[src/rtl/dual_issue_ctrl.sv]
`default_nettype none
// ============================================================================
// Module   : dual_issue_ctrl
// Purpose  : Holds one fetched instruction pair and issues it in order to two
//            pipes, splitting the pair when the dependence checker says so.
//            Optional counters enabled by macro DUAL_ISSUE_STATS_EN.
// Revision : 1.0 - initial release
// ============================================================================
module dual_issue_ctrl #(
  parameter int INS_WIDTH = 32
) (
  input  logic                 clk,
  input  logic                 reset,
  input  logic                 fetch_valid,
  input  logic [INS_WIDTH-1:0] fetch_ins_1,
  input  logic [INS_WIDTH-1:0] fetch_ins_2,
  output logic                 fetch_ready,
  input  logic                 both_stall,
  input  logic                 single_stall,
  output logic [INS_WIDTH-1:0] cand_ins_1,
  output logic [INS_WIDTH-1:0] cand_ins_2,
  output logic                 cand_valid_1,
  output logic                 cand_valid_2,
  output logic                 single_stall_reg,
  output logic                 issue_valid_1,
  output logic                 issue_valid_2,
  output logic [INS_WIDTH-1:0] issue_ins_1,
  output logic [INS_WIDTH-1:0] issue_ins_2
`ifdef DUAL_ISSUE_STATS_EN
  ,
  output logic [15:0]          stat_both_stall,
  output logic [15:0]          stat_single_stall,
  output logic [15:0]          stat_issued
`endif
);

  typedef enum logic [1:0] {
    ST_EMPTY  = 2'd0,
    ST_PAIR   = 2'd1,
    ST_SECOND = 2'd2
  } state_e;

  state_e                 state_q, state_d;
  logic [INS_WIDTH-1:0]   ins1_q, ins1_d;
  logic [INS_WIDTH-1:0]   ins2_q, ins2_d;
  logic                   iss1_d, iss2_d;
  logic                   accept_w;
  logic [INS_WIDTH-1:0]   issue_ins_1_d, issue_ins_2_d;

  always_comb begin
    state_d     = state_q;
    fetch_ready = 1'b0;
    iss1_d      = 1'b0;
    iss2_d      = 1'b0;
    case (state_q)
      ST_EMPTY: begin
        // Stall verdicts are meaningless without a held pair.
        fetch_ready = 1'b1;
        if (fetch_valid) state_d = ST_PAIR;
      end
      ST_PAIR: begin
        if (both_stall) begin
          state_d = ST_PAIR;
        end else if (single_stall) begin
          iss1_d  = 1'b1;
          state_d = ST_SECOND;
        end else begin
          iss1_d      = 1'b1;
          iss2_d      = 1'b1;
          fetch_ready = 1'b1;
          state_d     = fetch_valid ? ST_PAIR : ST_EMPTY;
        end
      end
      ST_SECOND: begin
        if (!both_stall && !single_stall) begin
          iss2_d      = 1'b1;
          fetch_ready = 1'b1;
          state_d     = fetch_valid ? ST_PAIR : ST_EMPTY;
        end
      end
      default: state_d = ST_EMPTY;
    endcase
  end

  assign accept_w      = fetch_valid && fetch_ready;
  assign ins1_d        = accept_w ? fetch_ins_1 : ins1_q;
  assign ins2_d        = accept_w ? fetch_ins_2 : ins2_q;
  assign issue_ins_1_d = iss1_d ? ins1_q : '0;
  assign issue_ins_2_d = iss2_d ? ins2_q : '0;

  assign cand_valid_1     = (state_q == ST_PAIR);
  assign cand_valid_2     = (state_q != ST_EMPTY);
  assign cand_ins_1       = cand_valid_1 ? ins1_q : '0;
  assign cand_ins_2       = cand_valid_2 ? ins2_q : '0;
  assign single_stall_reg = (state_q == ST_SECOND);

  always_ff @(posedge clk or posedge reset) begin
    if (reset) begin
      state_q       <= ST_EMPTY;
      ins1_q        <= '0;
      ins2_q        <= '0;
      issue_valid_1 <= 1'b0;
      issue_valid_2 <= 1'b0;
      issue_ins_1   <= '0;
      issue_ins_2   <= '0;
    end else begin
      state_q       <= state_d;
      ins1_q        <= ins1_d;
      ins2_q        <= ins2_d;
      issue_valid_1 <= iss1_d;
      issue_valid_2 <= iss2_d;
      issue_ins_1   <= issue_ins_1_d;
      issue_ins_2   <= issue_ins_2_d;
    end
  end

`ifdef DUAL_ISSUE_STATS_EN
  logic [16:0] issued_sum_w;
  logic        both_evt_w;
  logic        single_evt_w;

  assign both_evt_w   = (state_q != ST_EMPTY) && both_stall;
  assign single_evt_w = (state_q == ST_PAIR) && !both_stall && single_stall;
  // A pair can add two at once, so clamp through a 17-bit sum.
  assign issued_sum_w = {1'b0, stat_issued} + {15'd0, iss1_d} + {15'd0, iss2_d};

  always_ff @(posedge clk or posedge reset) begin
    if (reset) begin
      stat_both_stall   <= 16'd0;
      stat_single_stall <= 16'd0;
      stat_issued       <= 16'd0;
    end else begin
      if (both_evt_w && stat_both_stall != 16'hFFFF)
        stat_both_stall <= stat_both_stall + 16'd1;
      if (single_evt_w && stat_single_stall != 16'hFFFF)
        stat_single_stall <= stat_single_stall + 16'd1;
      stat_issued <= issued_sum_w[16] ? 16'hFFFF : issued_sum_w[15:0];
    end
  end
`endif

endmodule
`default_nettype wire

[config.mk]
export PLATFORM = sky130hd
export DESIGN_NAME = dual_issue_ctrl
export DESIGN_NICKNAME = d
export VERILOG_FILES = /design/src/rtl/dual_issue_ctrl.sv
export SDC_FILE = /design/constraint.sdc
export NUM_CORES = 1
export LEC_CHECK = 0
export BUFFER_PORTS_ARGS = -buffer_cell sky130_fd_sc_hd__buf_2
export CORE_ASPECT_RATIO = 1.75
export CORE_MARGIN = 2
export CORE_UTILIZATION = 44
export DETAILED_ROUTE_END_ITERATION = 16
export HOLD_SLACK_MARGIN = 0.15
export PLACE_DENSITY = 0.76
export SYNTH_ARGS = -nofsm -noshare
export SYNTH_HDL_FRONTEND = slang
export SYNTH_SLANG_ARGS = --single-unit
[constraint.sdc]
create_clock -name clk -period 4.02 [get_ports clk]
set_input_delay 0.603 -clock clk [delete_from_list [all_inputs] [get_ports clk]]
set_output_delay 0.603 -clock clk [all_outputs]
set_load 0.03 [all_outputs]
## Word level (Yosys, flattened, before mapping)

Cells that the tools add are included.

| cells by class | value |
|---|---|
| eq/ne operators | 4 |
| mux-type cells | 17 |
| reduce and logical (&&, ||, !) cells | 7 |

Operators by type and width:

| kind | number |
|---|---|
| $mux W32 | 4 |
| $mux W2 | 4 |
| $mux W1 | 6 |
| $pmux W2 S3 | 1 |
| $pmux W1 S3 | 1 |
| $eq A2 B1 Y1 const B | 1 |
| $eq A2 B2 Y1 const B | 1 |
| $logic_and A1 B1 Y1 | 2 |
| $logic_not A1 Y1 | 2 |
| $logic_not A2 Y1 | 1 |
| $ne A2 B1 Y1 const B | 1 |
| $ne A2 B2 Y1 const B | 1 |
| $pmux W1 S2 | 1 |
| $reduce_and A2 Y1 | 1 |
| $reduce_bool A2 Y1 | 1 |

| storage, ports and cells | value |
|---|---|
| register bits | 132 |
| output and inout bits | 134 |
| word-level logic and storage cells | 35 |

## Depth between registers and ports, before layout

| logic depth | value |
|---|---|
| word-level depth | 5 |
| gate-level depth with buffers | 8 |
| mapped depth without buffers | 6 |

## Worst setup path before layout

Ideal clock, no wire load.

| timing path | value |
|---|---|
| path type | register to output |
| start | reg state_q[1] |
| end | out fetch_ready |
| path buffers | 0 |
| stages on the path, launching flop included | 6 |
| slack | 1.856 ns |
| data arrival time | 1.561 ns |
| required time | 3.417 ns |
| path through | dfrtp_1 -> inv_1 -> ha_1 -> or2_1 -> a21oi_2 -> nor2_1 |

| on the way | value |
|---|---|
| cells in the longest elaborated chain, start to end | 2 |
| elaborated cells on any way between the ends | 4 |
| classes of those cells | 2 x eq/ne; 1 x mux; 1 x reduce/logical |

RTL lines:

| element | RTL line | RTL |
|---|---|---|
| from (decl) | 43 | `state_e state_q, state_d;` |
| from (signal assigned) | 107 | `state_q <= state_d;` |
| $eq A2 B1 Y1 | - |  |
| named net cand_valid_1 | 22 | `output logic cand_valid_1,` |
| $pmux W1 S3 | 55 | `case (state_q)` |
| to (decl) | 17 | `output logic fetch_ready,` |

The timed path passes the listed nets, and every way through them passes these cells.

## Worst setup path after layout

| timing path | value |
|---|---|
| start | reg state_q[0] |
| end | out fetch_ready |

| on the way | value |
|---|---|
| cells in the longest elaborated chain, start to end | 2 |
| elaborated cells on any way between the ends | 4 |
| classes of those cells | 2 x eq/ne; 1 x mux; 1 x reduce/logical |

RTL lines:

| element | RTL line |
|---|---|
| $eq A2 B2 Y1 (tied with other cells) | 55 |
| $pmux W1 S3 (*) | 55 |

Mark *: on every way between the ends. The rest lies on a longest branch, timed or not.

==> results.md <==
* Endpoint required time on the critical path at 3420 ps
* Setup crit start kind: flip-flop
* Pin count of the biggest net entering global routing at 133
* Top cells by area, synth: sky130_fd_sc_hd__dfrtp_1 (61%), sky130_fd_sc_hd__mux2_4 (17%), sky130_fd_sc_hd__and2_1 (11%)
* Via-to-Cell Ratio at 4.587
* Core footprint at 12000 sq um
* Clock buffers created by TritonCTS at 17
* Clock net sink count at 132
* Post-placement cell count at 721
* Compound-cell area share of the yosys netlist at 0.9040%
* Synthesized instance count at 368
* Minimum clock period after layout at 2526 ps
* Slew at the pin closest to its max-slew limit at 1074 ps
* Count of input and output buffers at 202
* Final HPWL from detailed placement at 8.464 mm
* Mapped cell area at 5398 sq um
* Clock-pin slew of the registers on the worst-case setup and hold paths at 60 ps
* Number of buffers inserted by post-CTS setup repair at 0
* Total routing usage reported by global routing at 18.88%
* Mean instance size in the synthesized netlist at 14.67 sq um
* Count of endpoints failing setup in the final report at 0
* Share of Yosys cell area claimed by the top area cell type at 61.20%
* Initial antenna violation count at 0
* Number of core rows at 53
* Result of the run: completed
* Area after detailed placement at 6501 sq um
* Filler cells at 940
* Residual DRC at 0
* Unrepaired setup endpoints after global routing: false
* Type of the worst setup path: reg2out
* Final hold violations at 0
* CTS-repair resized insts at 0
* Post-route fraction of the period consumed by the critical path at 62.83%
* Via count of the first global-routing pass at 3716
* Later-pin clock latency in the skew report at 400 ps
* N_diodes at 0
* Cell area power density at 948.9 nW/um^2
* Grt total ovfl at 0
* Total of hold buffers inserted after clock tree synthesis at 0
* Fraction of final layout cells sized beyond drive strength 1 at 52.38%
* Dominant combinational cell family by area after synthesis: multiplexers
* Initial core utilization at 44.97%
* Cell type contributing the most total cell area after synthesis: sky130_fd_sc_hd__dfrtp_1
* Minimum setup slack after placement at 1655 ps
* Worst hold-check path type: in2async
* Number of register bits inferred by synthesis at 132
* Post-Synthesis Net Count at 441
* Final Net Count at 648
* Area growth from synthesis to layout at 32.01%
* Top-Level Pins at 203
* Global-route wire length before repair at 18.71 mm
* Detailed Route WL at 11.92 mm
* Headroom to the max-slew limit at 28.09%
* Vertical die dimension at 150.5 microns
* Simple-Gate Fraction of Synth Area at 15.90%
* Share of synthesized area spent on multiplexers at 17.52%
* Adder-Cell Fraction of Synth Area at 0.9272%
* Worst VDD drop at 0.5290 mV
* Max Root-Sink Buffers at 2
* Tot Pwr at 0.006761 W
* Yosys warnings at 0
* Max Cap Violations at 0
* Proportion of synthesized chip area in sequential cells at 61.20%
* Highest net fanout along the worst path at 4
* Final Skew at 4.862 ps
* Setup TNS Final at 0 ps
* Violation count after the first detailed-routing iteration at 89
* Lkg Pwr at 3.831 nW
* Highest attainable clock frequency at 395.9 MHz
* Wire length per cell at 15.83 microns
* Total vias in the final route at 3454
* TritonRoute pass-1 iters at 4
* Worst EP arrival at 1920 ps
* Area of the die at 13200 sq um
* Final antenna-violating net count at 0
* Post-route insts no fill at 753
* Post-synthesis xor/xnor area fraction at 0%
* Summed area of non-filler cells in the final layout at 7126 sq um
* Synth cell types at 21
* CTS tree: done
* Die span in x at 87.73 microns
* Final critical-path setup slack at 1494 ps
* Placer Congestion at 0.7828
* Number of levels in the clock H-tree at 4
* Total count of max-transition violations in the final report at 0
* Clock root buffer master: sky130_fd_sc_hd__clkbuf_16
* Category of the worst setup path capture point: primary output
[synth_stat cells]
cell and n:
sky130_fd_sc_hd__mux2_2 4, sky130_fd_sc_hd__nand3b_1 1, sky130_fd_sc_hd__buf_6 1, sky130_fd_sc_hd__inv_1 4, sky130_fd_sc_hd__nor3b_2 1, sky130_fd_sc_hd__a21oi_2 1
sky130_fd_sc_hd__mux2_4 60, sky130_fd_sc_hd__and3_2 1, sky130_fd_sc_hd__buf_12 6, sky130_fd_sc_hd__o21ai_0 4, sky130_fd_sc_hd__nor2b_1 34, sky130_fd_sc_hd__or2_1 1
sky130_fd_sc_hd__nand2_1 1, sky130_fd_sc_hd__ha_1 4, sky130_fd_sc_hd__and2_1 96, sky130_fd_sc_hd__a211oi_1 1, sky130_fd_sc_hd__a21oi_1 1, sky130_fd_sc_hd__nor2_1 2
sky130_fd_sc_hd__dfrtp_1 132, sky130_fd_sc_hd__clkbuf_1 12, sky130_fd_sc_hd__a21o_1 1
[report_power, final]
part | total, W | switching, W | internal (W)
combinational | 0.00307 | 0.00185 | 0.00122
clock | 0.00160 | 0.000582 | 0.00102
sequential | 0.00209 | 0.000287 | 0.00181
total | 0.00676 | 0.00272 | 0.00404
[stage by stage]
| step | hold WS, ps | util [%] |
|---|---|---|
| after floorplan | 464.3 | - |
| after global placement | 476.8 | 54.16 |
| after detailed placement | 485.7 | 54.16 |
| after CTS | 408.9 | 59.37 |
| after global routing | 405.4 | 59.37 |
| final | 366.9 | 59.37 |
[worst max-delay path: stages (launching register included)]
cell                      delay, ps
sky130_fd_sc_hd__dfrtp_1        400
sky130_fd_sc_hd__inv_1           90
sky130_fd_sc_hd__ha_1           240
sky130_fd_sc_hd__or2_1          260
sky130_fd_sc_hd__a21oi_2        210
sky130_fd_sc_hd__nor2_1         120
sky130_fd_sc_hd__buf_2          200
[layout by cell type, fill, tap and decap left out, types with 4 or more instances in the layout]
master	count
sky130_fd_sc_hd__mux2_2	4
sky130_fd_sc_hd__buf_4	4
sky130_fd_sc_hd__nor2b_1	33
sky130_fd_sc_hd__and2_1	96
sky130_fd_sc_hd__ha_1	4
sky130_fd_sc_hd__buf_2	202
sky130_fd_sc_hd__inv_6	4
sky130_fd_sc_hd__clkinvlp_4	6
sky130_fd_sc_hd__clkbuf_16	17
sky130_fd_sc_hd__o21ai_0	4
sky130_fd_sc_hd__mux2_4	60
sky130_fd_sc_hd__dfrtp_1	132
[kinds of logic after synthesis]
kind of cell,after synthesis
DFF,132
buffers and inverters,23
adders and majority gates,4
AOI/OAI and AO/OA,8
and+or+nand+nor,137
muxes,64
[worst paths after layout]
check | endpoint | start | slack [ps] | depth (start not counted)
max | fetch_ready | state_q[0] | 1490 | 6
min | ins2_q[4] | reset | 370 | 3
max reg2reg | state_q[1] | state_q[1] | 1700 | 6
min reg2reg | issue_ins_1[14] | ins1_q[14] | 500 | 1
max in group asynchronous | issue_ins_2[0] | reset | 3090 | 3
min in group clk | ins1_q[12] | fetch_ins_1[12] | 430 | 2
[metal layers]
metal  share of wire [%]  global-route usage [%]
met1                  38                   21.10
met4                 3.3                   10.23
met5                   0                       0
met2                  55                   32.88
met3                 3.7                   3.947
[cell type report]
type	instances	area [sq um]	area share, %
Sequential cell	132	3303	46.36
Multi-Input combinational cell	213	1912	26.83
Timing Repair Buffer	207	1061	14.89
Clock buffer	19	452.9	6.356
Tap cell	165	206.4	2.897
Clock inverter	13	171.4	2.406
Inverter	4	18.77	0.2634
[sequential cells by signal (all words and copies together), names as in the netlist]
| signal | count |
|---|---|
| state_q | 2 |
| ins2_q | 32 |
| issue_ins_1 | 32 |
| ins1_q | 32 |
| issue_valid_1 | 1 |
| issue_ins_2 | 32 |
| issue_valid_2 | 1 |
(Power assumes the default switching activity.)
